$ cat src/rtl/bcd_serial_receiver.sv
// Hunts a serial stream for SYNC_WORD, captures a 16-bit packed BCD payload and converts it to binary.
// Define BCD_RX_PARITY_EN to require a trailing even-parity bit and expose out_parity_err.
module bcd_serial_receiver #(
  parameter logic [7:0] SYNC_WORD = 8'b10010110,
  parameter int         DATA_BITS = 16
) (
  input  logic        clk,
  input  logic        reset,
  input  logic        serial_in,
  input  logic        bit_valid,
  input  logic        out_ready,
  output logic        out_valid,
  output logic [15:0] out_bcd,
  output logic [13:0] out_bin,
  output logic        out_digit_err,
`ifdef BCD_RX_PARITY_EN
  output logic        out_parity_err,
`endif
  output logic        overrun,
  output logic        busy
);

  localparam logic [3:0] LAST_BIT = 4'(DATA_BITS - 1);

  typedef enum logic [1:0] {
    HUNT   = 2'd0,
    DATA   = 2'd1,
`ifdef BCD_RX_PARITY_EN
    PARITY = 2'd2,
`endif
    DONE   = 2'd3
  } state_t;

  state_t      state_q;
  logic [7:0]  hunt_sr_q;
  logic [15:0] data_sr_q;
  logic [3:0]  bit_cnt_q;
  logic        out_valid_q;
  logic [15:0] out_bcd_q;
  logic [13:0] out_bin_q;
  logic        out_digit_err_q;
  logic        overrun_q;
`ifdef BCD_RX_PARITY_EN
  logic        parity_bit_q;
  logic        out_parity_err_q;
  logic        parity_err_d;
`endif

  logic [7:0]  hunt_d;
  logic [15:0] data_d;
  logic        digit_err_d;
  logic [13:0] bin_d;
  logic        accept_d;

  always_comb begin
    hunt_d      = {hunt_sr_q[6:0], serial_in};
    data_d      = {data_sr_q[14:0], serial_in};
    digit_err_d = (data_sr_q[15:12] > 4'd9) || (data_sr_q[11:8] > 4'd9) ||
                  (data_sr_q[7:4]   > 4'd9) || (data_sr_q[3:0]  > 4'd9);
    // Overflows only for invalid digits, which are forced to zero on load.
    bin_d       = 14'(data_sr_q[15:12]) * 14'd1000 + 14'(data_sr_q[11:8]) * 14'd100 +
                  14'(data_sr_q[7:4])   * 14'd10   + 14'(data_sr_q[3:0]);
    accept_d    = !out_valid_q || out_ready;
`ifdef BCD_RX_PARITY_EN
    parity_err_d = ^{data_sr_q, parity_bit_q};
`endif
  end

  always_ff @(posedge clk) begin
    if (reset) begin
      state_q         <= HUNT;
      hunt_sr_q       <= '0;
      data_sr_q       <= '0;
      bit_cnt_q       <= '0;
      out_valid_q     <= 1'b0;
      out_bcd_q       <= '0;
      out_bin_q       <= '0;
      out_digit_err_q <= 1'b0;
      overrun_q       <= 1'b0;
`ifdef BCD_RX_PARITY_EN
      parity_bit_q     <= 1'b0;
      out_parity_err_q <= 1'b0;
`endif
    end else begin
      overrun_q <= 1'b0;
      if (out_valid_q && out_ready) out_valid_q <= 1'b0;
      case (state_q)
        HUNT: begin
          if (bit_valid) begin
            if (hunt_d == SYNC_WORD) begin
              state_q   <= DATA;
              hunt_sr_q <= '0;
              bit_cnt_q <= '0;
            end else begin
              hunt_sr_q <= hunt_d;
            end
          end
        end
        DATA: begin
          if (bit_valid) begin
            data_sr_q <= data_d;
            bit_cnt_q <= bit_cnt_q + 4'd1;
            if (bit_cnt_q == LAST_BIT) begin
`ifdef BCD_RX_PARITY_EN
              state_q <= PARITY;
`else
              state_q <= DONE;
`endif
            end
          end
        end
`ifdef BCD_RX_PARITY_EN
        PARITY: begin
          if (bit_valid) begin
            parity_bit_q <= serial_in;
            state_q      <= DONE;
          end
        end
`endif
        DONE: begin
          // A load in the same cycle as a consume keeps out_valid high with the new word.
          if (accept_d) begin
            out_valid_q     <= 1'b1;
            out_bcd_q       <= data_sr_q;
            out_digit_err_q <= digit_err_d;
            out_bin_q       <= digit_err_d ? 14'd0 : bin_d;
`ifdef BCD_RX_PARITY_EN
            out_parity_err_q <= parity_err_d;
`endif
          end else begin
            overrun_q <= 1'b1;
          end
          state_q   <= HUNT;
          hunt_sr_q <= '0;
        end
        default: state_q <= HUNT;
      endcase
    end
  end

  assign out_valid     = out_valid_q;
  assign out_bcd       = out_bcd_q;
  assign out_bin       = out_bin_q;
  assign out_digit_err = out_digit_err_q;
  assign overrun       = overrun_q;
  assign busy          = (state_q != HUNT);
`ifdef BCD_RX_PARITY_EN
  assign out_parity_err = out_parity_err_q;
`endif

endmodule

$ cat config.mk
export PLATFORM = sky130hd
export DESIGN_NAME = bcd_serial_receiver
export DESIGN_NICKNAME = d
export VERILOG_FILES = /design/src/rtl/bcd_serial_receiver.sv
export SDC_FILE = /design/constraint.sdc
export NUM_CORES = 1
export LEC_CHECK = 0
export ABC_AREA = 1
export CAP_MARGIN = 40
export CELL_PAD_IN_SITES_DETAIL_PLACEMENT = 1
export CELL_PAD_IN_SITES_GLOBAL_PLACEMENT = 1
export CORE_UTILIZATION = 46
export DETAILED_ROUTE_END_ITERATION = 8
export GPL_ROUTABILITY_DRIVEN = 0
export PLACE_DENSITY = 0.86
export SYNTH_ARGS = -nofsm -noshare
export SYNTH_HDL_FRONTEND = slang
export SYNTH_SLANG_ARGS = --single-unit
export TNS_END_PERCENT = 30
$ cat constraint.sdc
create_clock -name clk -period 10.8 [get_ports clk]
set_clock_uncertainty 0.05 [all_clocks]
set_input_delay 2.16 -clock clk [delete_from_list [all_inputs] [get_ports clk]]
set_output_delay 2.16 -clock clk [all_outputs]
set_load 0.03 [all_outputs]
==> reports/summary.md <==
### Floorplanning
* 95.3 um — overall die height
* 95.3 um — Die Width
* 39 — # IOs
* 8300 um2 — Core Region
* 0.482 — Initial Utilization
* 9080 um2 — die outline area
* 33 — number of rows in the core area

### STA
* 0 — final hold vios
* 6.30 ns — setup slack after layout
* 0.417 — final worst-path cycle share
* 0 ns — summed negative setup slack over all endpoints
* 0 — total count of max-transition violations in the final report
* false — unrepaired setup endpoints after global routing
* 0.728 ns — slew at the pin closest to its max-slew limit
* 222 MHz — Peak Freq
* 0 — count of final setup violators
* 0.514 — Relative slew margins
* 4.50 ns — post-layout min period

### Pwr
* 0.500 — register share of total power
* 0.256 — Switching Share
* 98.1 nW/um2 — power per unit of standard cell area
* 0.341 mW — internal power summed over all cells
* 2.20 nW — Static Leakage
* 74.8 uV — peak ir drop on the vdd network
* 0.117 mW — net load switching power
* 0.479 — clock network fraction of design power
* 0.021 — Comb power frac

### Routing
* 0 — number of routed nets with antenna violations
* 5.46 — number of vias per cell
* 4 — drt pass-1 iters
* 16.2 um — final routed wire length divided by cell count
* 3,557 — vias
* 152 — Iter 0 DRT Violations
* 10,600 um — total length of routed wires
* 0 — number of remaining DRC errors

### Logic synthesis
* 62 — flip-flop and latch count after synthesis
* 29 — synth unique cells
* 0.310 — part of the Yosys area used for sequential elements
* 583 — number of nets in the synthesized netlist
* 506 — Cells after Synth
* 7.91 um2 — post-synthesis average cell area
* 0 — Syn. warnings
* 4000 um2 — Synth Cell Area

### Setup path
* 0.62 ns — highest cell delay on the worst timing path
* fa_1 -> inv_1 -> fa_1 -> inv_1 -> ha_1 -> nand2_1 -> o21ai_0 -> xor2_1 -> inv_1 -> ha_1 -> ha_1 -> ha_1 -> nand2_1 -> nor2_1 -> nand3_1 -> nand3_1 -> inv_1 -> nand2_1 -> nand3_1 -> a21oi_1 — cells traversed along the worst timing path
* 7 — Crit Path Max Fanout
* 11.03 ns — critical path data required time
* 4.73 ns — Critical Path AT
* flop — element type at the critical path start
* sky130_fd_sc_hd__fa_1 — cell with the largest stage delay on the worst path
* flop — capturing element type of the critical path
* reg2reg — critical setup path kind

### GRT
* 0.255 — total global routing track utilization
* 17,500 um — first-pass GRT wire length
* 0 — number of antenna violations at the first check in global routing
* 34 — pin count of the biggest net entering global routing
* 3,669 — vias in the first global route
* 0 — GRT Residual Overflow

### Placed design
* 6.32 ns — worst slack after detailed placement
* 7890 um — HPWL Detailed
* 38 — input/output buffers
* 635 — # placed instances

### CTS
* 0 — Resized Gates After CTS
* 0.08 ns — clock-pin slew on the worst setup and hold paths
* 0.35 ns — clock latency on the worst-skew pair
* 0 — hold-fix buffers at CTS
* yes — clock tree from TritonCTS
* 3 — H-tree depth
* 9 — number of buffers created by CTS
* 62 — number of sinks driven by the clock tree
* 2 — maximum number of buffers from clock root to sink
* sky130_fd_sc_hd__clkbuf_8 — clock root buffer
* 0 — buffer count from post-CTS setup fixing

### Finish
* 1,034 — Filler Cells Inserted
* 16.8% — Synth-to-Final Area Change
* sky130_fd_sc_hd__nand2_1 — most frequent standard cell in the layout excluding fill and tap cells
* 619 — Nets
* 0 — number of antenna diodes
* 652 — count of placed standard cells in the final layout, fillers left out
* 0.0530 — proportion of layout cells with a drive suffix above 1
* sky130_fd_sc_hd__nand2_1 (91), sky130_fd_sc_hd__a21oi_1 (73), sky130_fd_sc_hd__inv_1 (67) — highest-count cells in the layout ignoring fill and taps

### Status
* finished clean — status

### Run
* 0 — number of maximum-capacitance constraint violations

### Min path
* reg2reg — Hold Crit Class

## cell type report
class	instances	area [um2]	area share
clock buffer	9	124	0.0265
clock inverter	7	82.6	0.0177
inverter	69	260	0.0557
multi-input combinational	360	2430	0.520
sequential	62	1240	0.266
tap	105	131	0.0281
timing repair buffer	40	403	0.0862
## registers in the layout (all words and copies together) (netlist names)
signal and cells:
data_sr_q 16, out_bcd 16, out_valid 1, out_digit_err 1, bit_cnt_q 4, out_bin 14, state_q 2, overrun 1
hunt_sr_q 7
## kinds of logic (layout without fill, tap and decap cells)
kind of cell             count (synthesis)  after routing  share of synthesized area
flip-flops                              62             62                      0.310
adder cells (fa/ha/maj)                 72             72                      0.257
buffers and inverters                   84            125                     0.0819
AND/OR/NAND/NOR                        163            163                      0.180
XOR/XNOR                                13             13                     0.0285
AO/OA/AOI/OAI                          112            112                      0.142
## synth_stat cells
library cell	count	area (um2)
sky130_fd_sc_hd__a21o_1	1	7.51
sky130_fd_sc_hd__a21oi_1	73	365
sky130_fd_sc_hd__a31oi_1	1	6.26
sky130_fd_sc_hd__buf_2	3	15.0
sky130_fd_sc_hd__buf_6	1	11.3
sky130_fd_sc_hd__clkbuf_1	11	41.3
sky130_fd_sc_hd__clkinv_2	1	5.00
sky130_fd_sc_hd__dfxtp_1	62	1240
sky130_fd_sc_hd__fa_1	17	340
sky130_fd_sc_hd__ha_1	55	688
sky130_fd_sc_hd__inv_1	67	251
sky130_fd_sc_hd__inv_2	1	3.75
sky130_fd_sc_hd__nand2_1	91	342
sky130_fd_sc_hd__nand2_2	1	6.26
sky130_fd_sc_hd__nand2_4	1	11.3
sky130_fd_sc_hd__nand3_1	30	150
sky130_fd_sc_hd__nand3_2	3	30.0
sky130_fd_sc_hd__nand3b_1	1	7.51
sky130_fd_sc_hd__nand4_1	4	25.0
sky130_fd_sc_hd__nor2_1	22	82.6
sky130_fd_sc_hd__nor3_1	5	25.0
sky130_fd_sc_hd__nor3_4	1	16.3
sky130_fd_sc_hd__o21ai_0	35	175
sky130_fd_sc_hd__o21bai_1	1	7.51
sky130_fd_sc_hd__o31ai_1	1	7.51
sky130_fd_sc_hd__or2_2	3	18.8
sky130_fd_sc_hd__or3_1	1	6.26
sky130_fd_sc_hd__xnor2_1	6	52.6
sky130_fd_sc_hd__xor2_1	7	61.3
## through the flow
step	hold WS (ns)	power, mW	utilization	instance area [um2]
3_5_place_dp	0.407	0.244	0.537	4450
4_1_cts	0.419	0.463	0.561	4660
5_1_grt	0.432	0.475	0.563	4670
2_1_floorplan	0.401	0.240	-	4000
6_report	0.415	0.459	0.563	4670
3_3_place_gp	0.401	0.244	0.537	4450
## path summary, 6_finish.rpt
path / cells past startpoint / from / slack (ns) / to
worst max-delay path: 20 / data_sr_q[14] / 6.30 / out_bin[13]
worst min-delay path: 2 / out_bin[11] / 0.41 / out_bin[11]
worst max register to register: 20 / data_sr_q[14] / 6.30 / out_bin[13]
worst min register to register: 2 / out_bin[11] / 0.41 / out_bin[11]
## power groups by stage
| stage | Combinational (mW) | Clock [mW] | Sequential (mW) |
|---|---|---|---|
| 4_1_cts | 0.00972 | 0.224 | 0.229 |
| 5_1_grt | 0.0107 | 0.235 | 0.229 |
| 6_report | 0.00961 | 0.220 | 0.229 |
| 3_3_place_gp | 0.00930 | 0 | 0.235 |
| 3_5_place_dp | 0.00968 | 0 | 0.235 |
| 2_1_floorplan | 0.00571 | 0 | 0.234 |
## critical path: cells and delay by family (launching register included)
| kind | cells | cell delay [ns] |
|---|---|---|
| flops | 1 | 0.41 |
| buf+inv | 4 | 0.26 |
| fa+ha+maj | 6 | 2.45 |
| xor+xnor | 1 | 0.18 |
| simple gates | 7 | 0.66 |
| compound gates | 2 | 0.42 |
## metal layers
| metal | vias to the layer above | wire length [um] | GRT usage |
|---|---|---|---|
| li1 | 1726 | - | - |
| met1 | 1733 | 4680 | 0.321 |
| met2 | 84 | 5230 | 0.434 |
| met3 | 14 | 485 | 0.0502 |
| met4 | 0 | 157 | 0.0808 |
| met5 | - | 0 | 0 |
Power figures use the tool's default switching activity.
